**src/rtl/serial_adder.sv**
```systemverilog
// Bit-serial ripple adder: one full-adder cell plus a carry flop, LSB first.
// Optional registered two's-complement overflow output enabled by SERIAL_ADDER_OVF_EN.
module serial_adder #(
  parameter int WIDTH = 8
) (
  input  logic             clk,
  input  logic             rst_n,
  input  logic             start,
  input  logic [WIDTH-1:0] a,
  input  logic [WIDTH-1:0] b,
  input  logic             cin,
  output logic             busy,
  output logic             done,
  output logic [WIDTH-1:0] sum,
  output logic             cout
`ifdef SERIAL_ADDER_OVF_EN
  ,
  output logic             ovf
`endif
);

  localparam int CW = (WIDTH > 1) ? $clog2(WIDTH) : 1;
  localparam logic [CW-1:0] LAST = CW'(WIDTH - 1);

  typedef enum logic [1:0] {
    IDLE,
    SHIFT,
    DONE
  } state_t;

  state_t           state_reg;
  logic [WIDTH-1:0] a_sh_reg;
  logic [WIDTH-1:0] b_sh_reg;
  logic [WIDTH-1:0] s_sh_reg;
  logic             c_reg;
  logic [CW-1:0]    cnt_reg;

  logic s_bit;
  logic c_next;

  // The single full-adder cell shared by every bit position.
  assign s_bit  = a_sh_reg[0] ^ b_sh_reg[0] ^ c_reg;
  assign c_next = (a_sh_reg[0] & b_sh_reg[0]) |
                  (a_sh_reg[0] & c_reg) |
                  (b_sh_reg[0] & c_reg);

  always_ff @(posedge clk or negedge rst_n) begin
    if (!rst_n) begin
      state_reg <= IDLE;
      a_sh_reg  <= '0;
      b_sh_reg  <= '0;
      s_sh_reg  <= '0;
      c_reg     <= 1'b0;
      cnt_reg   <= '0;
      busy      <= 1'b0;
      done      <= 1'b0;
      sum       <= '0;
      cout      <= 1'b0;
`ifdef SERIAL_ADDER_OVF_EN
      ovf       <= 1'b0;
`endif
    end else begin
      case (state_reg)
        IDLE: begin
          done <= 1'b0;
          if (start) begin
            a_sh_reg  <= a;
            b_sh_reg  <= b;
            s_sh_reg  <= '0;
            c_reg     <= cin;
            cnt_reg   <= '0;
            busy      <= 1'b1;
            state_reg <= SHIFT;
          end
        end
        SHIFT: begin
          a_sh_reg <= {1'b0, a_sh_reg[WIDTH-1:1]};
          b_sh_reg <= {1'b0, b_sh_reg[WIDTH-1:1]};
          s_sh_reg <= {s_bit, s_sh_reg[WIDTH-1:1]};
          c_reg    <= c_next;
          cnt_reg  <= cnt_reg + CW'(1);
          // Publish only on the final bit so no partial sum is ever visible.
          if (cnt_reg == LAST) begin
            sum       <= {s_bit, s_sh_reg[WIDTH-1:1]};
            cout      <= c_next;
`ifdef SERIAL_ADDER_OVF_EN
            ovf       <= c_reg ^ c_next;
`endif
            busy      <= 1'b0;
            done      <= 1'b1;
            state_reg <= DONE;
          end
        end
        DONE: begin
          done      <= 1'b0;
          state_reg <= IDLE;
        end
        default: begin
          busy      <= 1'b0;
          done      <= 1'b0;
          state_reg <= IDLE;
        end
      endcase
    end
  end

endmodule

```
**config.mk**
```make
export PLATFORM = sky130hd
export DESIGN_NAME = serial_adder
export DESIGN_NICKNAME = d
export VERILOG_FILES = /design/src/rtl/serial_adder.sv
export SDC_FILE = /design/constraint.sdc
export NUM_CORES = 1
export LEC_CHECK = 0
export CELL_PAD_IN_SITES_DETAIL_PLACEMENT = 1
export CELL_PAD_IN_SITES_GLOBAL_PLACEMENT = 1
export CORE_UTILIZATION = 44
export DETAILED_ROUTE_END_ITERATION = 10
export GPL_TIMING_DRIVEN = 0
export PLACE_DENSITY = 0.9
export SYNTH_ARGS = -nofsm -noshare
export SYNTH_HDL_FRONTEND = slang
export SYNTH_SLANG_ARGS = --single-unit
```
**constraint.sdc**
```tcl
create_clock -name clk -period 2.3 [get_ports clk]
set_input_delay 0.345 -clock clk [delete_from_list [all_inputs] [get_ports clk]]
set_output_delay 0.345 -clock clk [all_outputs]
set_load 0.005 [all_outputs]
```
; Word-level counts from Yosys, hierarchy flattened
; Index checks and enable logic that the tools add are counted.
[word_totals]
elab_cells = 48
ff_bits = 41
ramBits = 0
mem_count = 0
latchBits = 0
out_inout_bits = 11
mem_bits_ro = 0
[classes]
n_shift = 0
bitwise = 8
eq_ne = 5
n_reduce_logical = 6
order_cmp = 0
n_div = 0
muxes = 18
multipliers = 0
addsub = 1
[ops]
columns = cell, count
row1 = $pmux W8 S2, 3
row2 = $mux W8, 3
row3 = $pmux W3 S2, 1
row4 = $reduce_and A2 Y1, 3
row5 = $mux W1, 5
row6 = $mux W2, 2
row7 = $ne A2 B2 Y1 const B, 2
row8 = $pmux W2 S2, 1
row9 = $add A3 B1 Y3 const B, 1
row10 = $and A1 B1 Y1, 3
row11 = $eq A3 B3 Y1 const B, 1
row12 = $mux W3, 1
row13 = $pmux W1 S3, 1
row14 = $reduce_and A3 Y1, 1
row15 = $eq A2 B1 Y1 const B, 1
row16 = $eq A2 B2 Y1 const B, 1
row17 = $logic_not A2 Y1, 1
row18 = $or A1 B1 Y1, 2
row19 = $pmux W1 S2, 1
row20 = $reduce_bool A2 Y1, 1
row21 = $xor A1 B1 Y1, 2
row22 = $not A1 Y1, 1

; Depth between registers and ports, before layout
[logic_depth]
depth_word = 4
ltp_mapped = 6
depth_no_buf = 5

; Least setup slack after synthesis
; No wires, ideal clock.
[synth_path]
path_kind = register to register
from = reg cnt_reg[0]
to = reg cout
n_path_buf = 0
t_arrival_ps = 1263
period_less_slack_ps = 1388
path_stages_with_launch = 5
t_required_ps = 2175
path_slack_ps = 912
cell_sequence = dfrtp_1 > ha_1 > ha_1 > nand2_8 > mux2_4
[synth_via]
elab_chain_len = 2
[synth_rtl]
columns = item, line
row1 = "start, declared", 36  ; logic [CW-1:0] cnt_reg;
row2 = "start signal, assigned", 81  ; cnt_reg <= cnt_reg + CW'(1);
row3 = $eq A3 B3 Y1, 83  ; if (cnt_reg == LAST) begin
row4 = $reduce_and A2 Y1 (no line), -
row5 = "end signal, assigned", 85  ; cout <= c_next;
row6 = "end, declared", 15  ; output logic cout
; Every way passes these cells.
; A chain may end at the register's enable or synchronous reset.

; Final worst setup path
[layout_path]
from = reg busy
to = out busy
[layout_rtl]
columns = item, line
row1 = "start, declared", 12  ; output logic busy,
row2 = "start signal, assigned", 55  ; busy <= 1'b0;
row3 = "start signal, assigned", 72  ; busy <= 1'b1;
row4 = "start signal, assigned", 89  ; busy <= 1'b0;
; No word-level cell between the ends.

==> reports/qor.txt <==
Longest Clk Path Bufs: 2
Overflow after GRT: 0
Worst setup margin: 0.7732 ns
Worst Tran Pin Value: 0.8938 ns
Pint: 1984 uW
Via/cell ratio: 5.797
Width of the die: 64.44 um
GRT Total Usage: 21.56%
Register bit total from synthesis: 40
EDFF count, synth: 0
Top Family by Delay on Critical Path: buffers and inverters
Met1 usage: 27.40%
Vias in the first global route: 1,363
Crit path cell chain: clkdlybuf4s50_1
Switching power: 1005 uW
Worst skew pair latency: 0.30 ns
Critical path's slowest cell: clkdlybuf4s50_1
CTS tree: built
GRT met2 Usage: 36.18%
Reg-to-Reg Start: cnt_reg[0]
Area grow syn2layout: 26.62%
DIE HEIGHT: 64.44 um
CP endpoint kind: output pin
Crit Path Category: register to output pin
Post-synthesis cell count: 142
WP buf/inv: 1
DRC violations left: 0
Clock sinks: 40
Sequential Area: 0.001001 sq mm
Port buffer count: 29
Total number of vias: 1,316
Initial antenna violation count: 0
Area of placed instances: 0.002061 sq mm
# fillers: 397
Post-CTS Setup Inserts: 0
I/O pin cnt: 31
Clock slew at reported path FFs: 0.07 ns
Pre-CTS WS: 0.8025 ns
Max-cap viol count: 0
Antenna cell count: 0
Post-synth ARST share: 100.0%
Nets: 201
CORE AREA: 0.003689 sq mm
First-pass GRT wire length: 6713 um
Yosys warning count: 0
Final Critical Period: 1.527 ns
Post-CTS resize count: 0
Largest net degree at the start of global routing: 41
Final wirelength: 3953 um
H-tree depth: 2
Final setup vio count: 0
Crit Path Max Fanout: 3
Max stage delay on crit path: 0.51 ns
Final HPWL DP: 2726 um
Most crowded layer after global routing: met2
Sequential element share of the synthesized area: 58.35%
Leakage: 0.0009718 uW
Root buffer cell: clkbuf_8
Avg Synthesized Cell Area: 12.08 sq um
Status: complete, no violations
GR met3 Demand/Resource: 5.810%
Top cells by area, synth: dfrtp_1, o22ai_1, mux2_4
Worst hold path class: primary input to asynchronous set/reset pin
Avg WL per Cell: 17.41 um
GPL Wtd Cong: 0.7385
CP arrival: 1.18 ns
Yosys top cell area share: 58.35%
RSZ-0062 raised after global routing: false
Crit path launch type: register
Layout cells sized above 1: 15.64%
Seq pwr share: 42.7%
Hold Vio Cnt, Final: 0
Peak VDD IR: 0.4672 mV
Post-synth top flop: dfrtp_1
Dominant cell type by area after synthesis: dfrtp_1
# rows: 22
Comb power frac: 38.1%
Fmax: 0.6550 GHz
Worst rel slew slack: 40.41%
Synth Net Count: 165
Detailed Route Iter0 Violations: 45
Pwr Density: 1376 mW/mm^2
Final slew viol count: 0
Non-Filler Cell Area, Final: 0.002172 sq mm
Multi-input gate area: 646.9 sq um
Switching share of power: 33.63%
Crit share post-route: 66.38%
Yosys cell types: 23
Initial Utilization: 46.51%
Count leader, synth: dfrtp_1
Post-Syn Area: 0.001715 sq mm
Skew final: 0.007589 ns
CP startpoint: busy
Hold-fix buffers, CTS: 0
Final setup TNS: 0 ns
CTS Buf Count: 5
Post-synth top cells: dfrtp_1, o22ai_1, a21oi_1, a22o_1, mux2_4
Clk network pwr share: 19.1%
DR pass1 iterations: 4
Antenna viol nets, final: 0
Die ar.: 0.004153 sq mm
Required time worst endpoint: 1.96 ns
cell type report:
cell class | count | share of cell area [%]
Multi-Input combinational cell | 88 | 29.78
Clock inverter | 3 | 1.959
Sequential cell | 40 | 46.08
Clock buffer | 5 | 3.168
Inverter | 4 | 0.6912
Timing Repair Buffer | 29 | 13.13
Tap cell | 48 | 2.765
Buffer | 10 | 2.419
logic make-up after synthesis:
| family | count (synthesis) | synth area share (%) |
|---|---|---|
| compound gates | 61 | 21.96 |
| fa+ha+maj | 3 | 2.626 |
| buf+inv | 14 | 3.939 |
| flops | 40 | 58.35 |
| mux | 9 | 7.877 |
| simple gates | 15 | 5.252 |
metrics by stage:
step,utilization (%),total power (uW),std cells,hold slack (ns)
2_1_floorplan,-,1975,142,0.04941
3_3_place_gp,56.00,2331,219,0.4785
3_5_place_dp,55.87,2436,219,0.4950
4_1_cts,58.89,3021,227,0.1819
5_1_grt,58.89,3203,227,0.2131
6_report,58.89,2989,227,0.1726
placed cells by master (no fill, tap or decap), types with 3 or more instances in the layout:
cell type / instances
o21ai_0: 3
dfrtp_1: 40
nand2_1: 5
a21oi_1: 16
buf_2: 7
mux2_4: 9
o21ai_1: 4
o22ai_1: 28
nor2_1: 4
clkbuf_8: 5
clkdlybuf4s50_1: 28
a22o_1: 9
power by group through the flow:
| stage | sequential, uW | clock [uW] | combinational [uW] |
|---|---|---|---|
| 3_5_place_dp | 1290 | 0 | 1150 |
| 4_1_cts | 1280 | 589 | 1150 |
| 6_report | 1280 | 571 | 1140 |
| 2_1_floorplan | 1220 | 0 | 751 |
| 5_1_grt | 1320 | 620 | 1260 |
| 3_3_place_gp | 1260 | 0 | 1070 |
path summary, 6_finish.rpt:
check	to	slack, ns	depth (start not counted)
worst max-delay path	busy	0.77	1
worst min-delay path	busy	0.17	1
worst max register to register	sum[2]	0.80	4
worst min register to register	busy	0.51	2
max in group asynchronous	cnt_reg[1]	1.57	1
min in group clk	busy	0.51	2
layer usage:
| layer | up-vias | share of wire, % |
|---|---|---|
| li1 | 605 | - |
| met1 | 675 | 44 |
| met2 | 32 | 51 |
| met3 | 4 | 3.7 |
| met4 | 0 | 1.1 |
| met5 | - | 0 |
Power figures use the tool's default switching activity.
